==> src/rtl/iter_normalizer.sv <==
// iter_normalizer: multi-cycle CLZ/CTZ unit. Shifts the operand one bit per
// cycle until its leading (mode 0) or trailing (mode 1) bit is set, and reports
// the normalized value plus the number of positions shifted.
module iter_normalizer #(
   parameter int WIDTH = 32,
   parameter int CW    = $clog2(WIDTH) + 1
) (
   input  logic             clk,
   input  logic             reset,
   input  logic             start,
   input  logic             mode,
   input  logic [WIDTH-1:0] operand,
   output logic             busy,
   output logic             done,
   output logic [WIDTH-1:0] result,
   output logic [CW-1:0]    count,
   output logic             zero
);

   typedef enum logic [1:0] {
      IDLE  = 2'd0,
      SHIFT = 2'd1,
      DONE  = 2'd2
   } state_t;

   state_t           state, state_nxt;
   logic [WIDTH-1:0] sreg;
   logic [CW-1:0]    cnt;
   logic             md;
   logic             test_bit;
   logic             load;

   // Bit that ends the scan: MSB when normalizing left, LSB when normalizing right.
   assign test_bit = md ? sreg[0] : sreg[WIDTH-1];
   // A new operation may be accepted whenever we are not mid-scan.
   assign load     = start && (state != SHIFT);

   // State register.
   always_ff @(posedge clk) begin
      if (reset) state <= IDLE;
      else       state <= state_nxt;
   end

   // Next-state logic and status outputs.
   always_comb begin
      state_nxt = state;
      busy      = 1'b0;
      done      = 1'b0;
      case (state)
         IDLE: begin
            if (start) state_nxt = (operand == '0) ? DONE : SHIFT;
         end
         SHIFT: begin
            busy = 1'b1;
            if (test_bit) state_nxt = DONE;
         end
         DONE: begin
            done = 1'b1;
            if (start) state_nxt = (operand == '0) ? DONE : SHIFT;
            else       state_nxt = IDLE;
         end
         default: state_nxt = IDLE;
      endcase
   end

   // Datapath: operand capture, one-bit-per-cycle shift, and result registers
   // that hold until the next completion.
   always_ff @(posedge clk) begin
      if (reset) begin
         sreg   <= '0;
         cnt    <= '0;
         md     <= 1'b0;
         result <= '0;
         count  <= '0;
         zero   <= 1'b0;
      end else if (load) begin
         sreg <= operand;
         md   <= mode;
         cnt  <= '0;
         // All-zero operand never terminates a scan, so finish it right here.
         if (operand == '0) begin
            result <= '0;
            count  <= CW'(WIDTH);
            zero   <= 1'b1;
         end
      end else if (state == SHIFT) begin
         if (test_bit) begin
            result <= sreg;
            count  <= cnt;
            zero   <= 1'b0;
         end else begin
            sreg <= md ? (sreg >> 1) : (sreg << 1);
            cnt  <= cnt + CW'(1);
         end
      end
   end

endmodule

==> config.mk <==
export PLATFORM = sky130hd
export DESIGN_NAME = iter_normalizer
export DESIGN_NICKNAME = d
export VERILOG_FILES = /design/src/rtl/iter_normalizer.sv
export SDC_FILE = /design/constraint.sdc
export NUM_CORES = 1
export LEC_CHECK = 0
export CAP_MARGIN = 20
export CORE_UTILIZATION = 51
export CTS_CLUSTER_SIZE = 40
export DETAILED_ROUTE_END_ITERATION = 12
export MAX_ROUTING_LAYER = met4
export PLACE_DENSITY = 0.8
export SLEW_MARGIN = 0
export SYNTH_ARGS = -nofsm -noshare
export SYNTH_HDL_FRONTEND = slang
export SYNTH_SLANG_ARGS = --single-unit
==> constraint.sdc <==
create_clock -name clk -period 2.1 [get_ports clk]
set_clock_uncertainty 0.2 [all_clocks]
set_input_delay 0.42 -clock clk [delete_from_list [all_inputs] [get_ports clk]]
set_output_delay 0.42 -clock clk [all_outputs]
set_load 0.005 [all_outputs]
==> flow_metrics.py, run 1 <==
metrics = {
    "synthesis": {
        "synth-async-reset-ratio_pct": 0,
        "synth_edf_count": 0,
        "synth-main-ff-cell": "dfxtp_1",
        "synth_warnings": 0,
        "syn_area_um2": 3600,
        "syn-num-nets": 435,
        "synth_cells": 398,
        "ys_types": 35,
        "yosysSeqAreaShare_pct": 44.5,
        "yosys_register_bits": 80,
        "postSynthAreaPerCell_um2": 9.04,
    },
    "worst_setup_path": {
        "rr_worst_depth": 5,
        "crit_required_ns": 2.15,
        "cpPeakStageDelay_ns": 0.47,
        "critPathLaunchType": "primary input",
        "cp_cell_sequence": "clkdlybuf4s50_1 -> nor4_2 -> buf_4 -> nand4_1 -> o31ai_4 -> buf_6 -> clkbuf_16 -> nor2_1",
        "worstPathMaxFanout": 6,
        "crit_arrival_ns": 2.17,
        "cpMaxStageDelayCell": "clkdlybuf4s50_1",
        "cp.depth": 8,
        "path_class": "in -> reg",
        "end_kind": "flip-flop",
        "cp_num_buf_inv": 4,
        "crit_family": "buffers and inverters",
    },
    "job": {
        "maxCapViolCount": 0,
    },
    "floorplanning": {
        "start_util_pct": 52.9,
        "coreArea_um2": 6790,
        "fp.dieW_um": 86.0,
        "io_pins": 77,
        "die_h_um": 86.0,
        "die_area_um2": 7390,
        "row_count": 30,
    },
    "cells_and_area": {
        "diodes": 0,
        "layout_commonest_cell": "dfxtp_1",
        "final_nets": 541,
        "final_util_pct": 74.6,
        "final_cell_area_um2": 5070,
        "area_growth_pct": 40.9,
        "final_cell_mix": "dfxtp_1, mux2i_1, clkdlybuf4s50_1",
        "nFillCells": 490,
        "drive_gt1_share_pct": 16.7,
    },
    "sta": {
        "drv_slew": 0,
        "hold_viol_final": 0,
        "finalCritPeriodShare_pct": 101,
        "fin_crit_ns": 2.12,
        "hold_slack_ns": 0.186,
        "slew_headroom_pct": 68.5,
        "setup_viol": 9,
        "setup_ws_ns": -0.0180,
        "max_freq_ghz": 0.472,
        "tightest_slew_ns": 0.463,
    },
    "drt": {
        "via_per_inst": 5.80,
        "postRouteWirelength_um": 10400,
        "vias": 3512,
        "ant_nets": 0,
        "drc": 0,
        "detail_route.wl_per_cell_um": 17.1,
        "drt_iter0_drc": 217,
        "first_pass_iters": 5,
    },
    "global_route": {
        "antenna_found_initial": 0,
        "grt.total_usage_pct": 27.0,
        "grt_max_degree": 26,
        "grt-ovfl-total": 0,
        "first_global_vias": 3210,
        "grt_first_pass_wirelength_um": 15300,
    },
    "clock_tree": {
        "cts_buffers": 9,
        "cts_tree": "done",
        "cts_sinks": 80,
        "cts_hold_buf": 0,
        "clkLatencyLatePin_ns": 0.36,
        "clkTransAtPathRegs_ns": 0.08,
        "clockBufferDepth": 2,
        "clockRootBuffer": "clkbuf_8",
        "h-tree-depth": 3,
    },
    "power": {
        "power_density_nw_per_um2": 688,
        "peakVddDrop_mv": 0.396,
        "leakage_nw": 1.84,
        "finalPower_mw": 3.49,
    },
    "min_path": {
        "hold_path.class": "in -> reg",
        "holdPathStages": 3,
    },
    "placement": {
        "pre_cts_ws_ns": -0.439,
        "gp_congestion": 0.843,
        "io_buffers": 76,
        "dp_hpwl_um": 6520,
        "place_area_um2": 4650,
    },
    "status": {
        "violations": "negative setup slack",
        "status": "complete, but fails checks",
    },
}
-- cells in the mapped netlist, types with 3 or more instances --
| cell type | n | area (µm²) |
|---|---|---|
| a21oi_1 | 34 | 170 |
| buf_2 | 8 | 40.0 |
| buf_6 | 6 | 67.6 |
| clkbuf_1 | 15 | 56.3 |
| dfxtp_1 | 80 | 1600 |
| mux2i_1 | 68 | 681 |
| nand2_1 | 36 | 135 |
| nand3_1 | 3 | 15.0 |
| nand4_1 | 4 | 25.0 |
| nor2_1 | 44 | 165 |
| nor3_1 | 32 | 160 |
| nor4_1 | 9 | 56.3 |
| o22ai_1 | 31 | 194 |
| xor2_1 | 3 | 26.3 |
-- report_power, final --
part	internal, mW	total [mW]	switching [mW]
sequential	1.59	1.67	0.0820
combinational	0.314	0.668	0.354
clock	0.580	1.15	0.566
total	2.49	3.49	1.00
-- cell families after synthesis --
logic type / share of synthesized area (%)
compound gates: 11.5
xor+xnor: 1.22
buf+inv: 5.29
mux: 19.9
simple gates: 17.1
fa+ha+maj: 0.348
flops: 44.5
-- per-layer routing --
layer,up-vias,part of all wire [%],global-route usage (%),routed length (µm)
li1,1646,-,-,-
met1,1649,43,35.1,4440
met2,193,48,41.9,4930
met3,24,7.6,5.29,788
met4,0,2.1,9.55,214
met5,-,0,-,0
-- cell type report --
| cell class | instances | area, µm² | share of cell area (%) |
|---|---|---|---|
| Multi-Input combinational cell | 284 | 1880 | 37.1 |
| Sequential cell | 80 | 1600 | 31.6 |
| Timing Repair Buffer | 127 | 1260 | 24.9 |
| Clock buffer | 11 | 141 | 2.79 |
| Tap cell | 96 | 120 | 2.37 |
| Clock inverter | 5 | 56.3 | 1.11 |
| Inverter | 2 | 7.51 | 0.148 |
-- registers in the layout, indices dropped and copies added, names as in the netlist --
register  cells
sreg         32
md            1
result       32
cnt           6
count         6
zero          1
state         2
-- final timing paths --
kind | end | slack (ns) | from
worst max-delay path | result[20]$_SDFFE_PP0P_ | -0.02 | operand[0]
worst min-delay path | sreg[28]$_SDFFE_PP0P_ | 0.19 | operand[28]
worst max register to register | sreg[17]$_SDFFE_PP0P_ | 0.21 | sreg[31]$_SDFFE_PP0P_
worst min register to register | result[22]$_SDFFE_PP0P_ | 0.30 | result[22]$_SDFFE_PP0P_
-- stage by stage --
step	setup TNS [ns]	std cells
2_1_floorplan	0	398
3_3_place_gp	-15.50	581
3_5_place_dp	-16.04	581
4_1_cts	0	598
5_1_grt	-0.717	605
6_report	-0.0968	605
-- worst reg2reg max path: stages (launching register included) --
cell and delay, ns:
dfxtp_1 0.48, mux2_2 0.44, buf_4 0.29, nor3_1 0.09, a21oi_1 0.18, o22ai_1 0.11
-- timing repair --
action | CTS | global route
resized for setup | 3 | 20
setup buffers | 1 | 3
setup endpoints to repair | 38 | 39
gates cloned | 0 | 4
pin swaps | 2 | 6
Power figures use the tool's default switching activity.
==> run 2, diff against run 1 <==
==> constraint.sdc (replaced) <==
create_clock -name clk -period 2.1 [get_ports clk]
set_clock_uncertainty 0.2 [all_clocks]
set_input_delay 0.63 -clock clk [delete_from_list [all_inputs] [get_ports clk]]
set_output_delay 0.63 -clock clk [all_outputs]
set_load 0.005 [all_outputs]
==> flow_metrics.py, run 2 (same netlist as run 1, synthesis figures left out) <==
metrics = {
    "sta": {
        "rsz0062_at_grt": "false",
        "hold_viol_final": 0,
        "slew_headroom_pct": 65.1,
        "hold_slack_ns": 0.304,
        "max_freq_ghz": 0.481,
        "drv_slew": 0,
        "fin_tns_setup_ns": 0,
        "tightest_slew_ns": 0.524,
        "fin_crit_ns": 2.08,
        "setup_viol": 0,
        "finalCritPeriodShare_pct": 99.0,
    },
    "power": {
        "p_int_mw": 2.58,
        "peakVddDrop_mv": 0.448,
        "comb_power_share_pct": 18.0,
        "power_density_nw_per_um2": 720,
        "power_frac_seq_pct": 46.5,
        "finalPower_mw": 3.59,
        "leakage_nw": 1.79,
        "swShare_pct": 28.3,
        "switchingPower_mw": 1.02,
        "pwr-share-clk_pct": 35.5,
    },
    "worst_setup_path": {
        "cp_cell_sequence": "clkdlybuf4s50_1",
        "crit_required_ns": 1.27,
        "worstPathMaxFanout": 2,
        "path_class": "reg -> out",
        "crit_family": "buffers and inverters",
        "cp_num_buf_inv": 1,
        "cpMaxStageDelayCell": "clkdlybuf4s50_1",
        "end_kind": "output pin",
        "cpPeakStageDelay_ns": 0.52,
        "critPathLaunchType": "flip-flop",
        "crit_arrival_ns": 1.25,
    },
    "drt": {
        "ant_nets": 0,
        "detail_route.wl_per_cell_um": 17.1,
        "drc": 0,
        "first_pass_iters": 5,
        "via_per_inst": 5.84,
        "drt_iter0_drc": 212,
        "vias": 3525,
        "postRouteWirelength_um": 10300,
    },
    "floorplanning": {
        "row_count": 30,
        "start_util_pct": 52.9,
        "io_pins": 77,
        "die_area_um2": 7390,
        "coreArea_um2": 6790,
        "fp.dieW_um": 86.0,
        "die_h_um": 86.0,
    },
    "cells_and_area": {
        "final_cell_area_um2": 4990,
        "final_nets": 540,
        "nFillCells": 490,
        "layout_commonest_cell": "dfxtp_1",
        "area_growth_pct": 38.8,
        "final_cells": 604,
        "drive_gt1_share_pct": 19.1,
        "reg_top3": "result: 32 flops, sreg: 32 flops",
        "final_cell_mix": "dfxtp_1, mux2i_1, nor2_1",
        "diodes": 0,
    },
    "placement": {
        "io_buffers": 76,
        "place_area_um2": 4660,
        "place_inst": 582,
        "dp_hpwl_um": 6360,
        "gp_congestion": 0.880,
    },
    "clock_tree": {
        "clkLatencyLatePin_ns": 0.36,
        "cts_tree": "done",
        "cts_sinks": 80,
        "clockRootBuffer": "clkbuf_8",
        "h-tree-depth": 3,
        "cts_buffers": 9,
        "clockBufferDepth": 2,
        "clkTransAtPathRegs_ns": 0.08,
    },
    "global_route": {
        "grt.total_usage_pct": 28.9,
        "grt_first_pass_wirelength_um": 16200,
        "grt_max_degree": 38,
        "grt-ovfl-total": 0,
        "first_global_vias": 3334,
        "antenna_found_initial": 0,
    },
    "status": {
        "status": "finished, final reports clean",
    },
    "job": {
        "maxCapViolCount": 0,
    },
    "min_path": {
        "hold_path.class": "reg -> reg",
    },
}
## run 2: layout make-up
class	instances	area, µm²	area share (%)
clock buffer	11	141	2.83
clock inverter	5	80.1	1.60
inverter	2	7.51	0.150
multi-input combinational	284	1900	38.1
sequential	80	1600	32.1
tap	96	120	2.41
timing repair buffer	126	1140	22.8
## run 2: repair_timing
action                                  in CTS  in global routing
endpoints found under the setup margin      43                 40
hold buffers                                 0                  0
pin swaps                                   12                  9
resized for setup                           56                 26
buffers inserted                             5                  1
cloned                                       2                  0
## run 2: metal layers
metal  vias up  share of wire [%]  GRT usage [%]
met5         -                  0              -
met4         0                2.7           13.3
met3        31                7.8           5.20
met2       190                 47           46.6
met1      1667                 42           35.3
li1       1637                  -              -
## run 2: worst paths after layout
path	cells after the start	slack, ns	end	startpoint
setup / recovery	1	0.02	result[30]	result[30]$_SDFFE_PP0P_
hold / removal	2	0.30	result[2]$_SDFFE_PP0P_	result[2]$_SDFFE_PP0P_
setup reg to reg	7	0.19	result[17]$_SDFFE_PP0P_	state[0]$_SDFFE_PP0P_
hold reg to reg	2	0.30	result[2]$_SDFFE_PP0P_	result[2]$_SDFFE_PP0P_
## run 2: worst min-delay path: cells and delay by family, from the launching register on
family | cells | cell delay [ns]
multiplexers | 1 | 0.06
flip-flops | 1 | 0.34
AND/OR/NAND/NOR | 1 | 0.07
## run 2: power by group through the flow
stage	combinational (mW)	sequential, mW	clock [mW]
after floorplan	0.376	1.68	0
after global placement	0.595	1.70	0
after detailed placement	0.608	1.70	0
after CTS	0.624	1.67	1.27
after global routing	0.685	1.68	1.35
final	0.645	1.67	1.28
## run 2: metrics by stage
| step | worst slack [ns] | util, % |
|---|---|---|
| 3_5_place_dp | -0.676 | 68.6 |
| 3_3_place_gp | -0.625 | 68.6 |
| 6_report | 0.0218 | 73.5 |
| 2_1_floorplan | 0.0216 | - |
| 4_1_cts | 0.000694 | 73.6 |
| 5_1_grt | 0.00302 | 73.5 |
==> run 3, diff against run 2 <==
CAP_MARGIN = 15   (was 20)
==> results of run 3 <==
Final layout, timing and power as in run 2 (identical DEF).
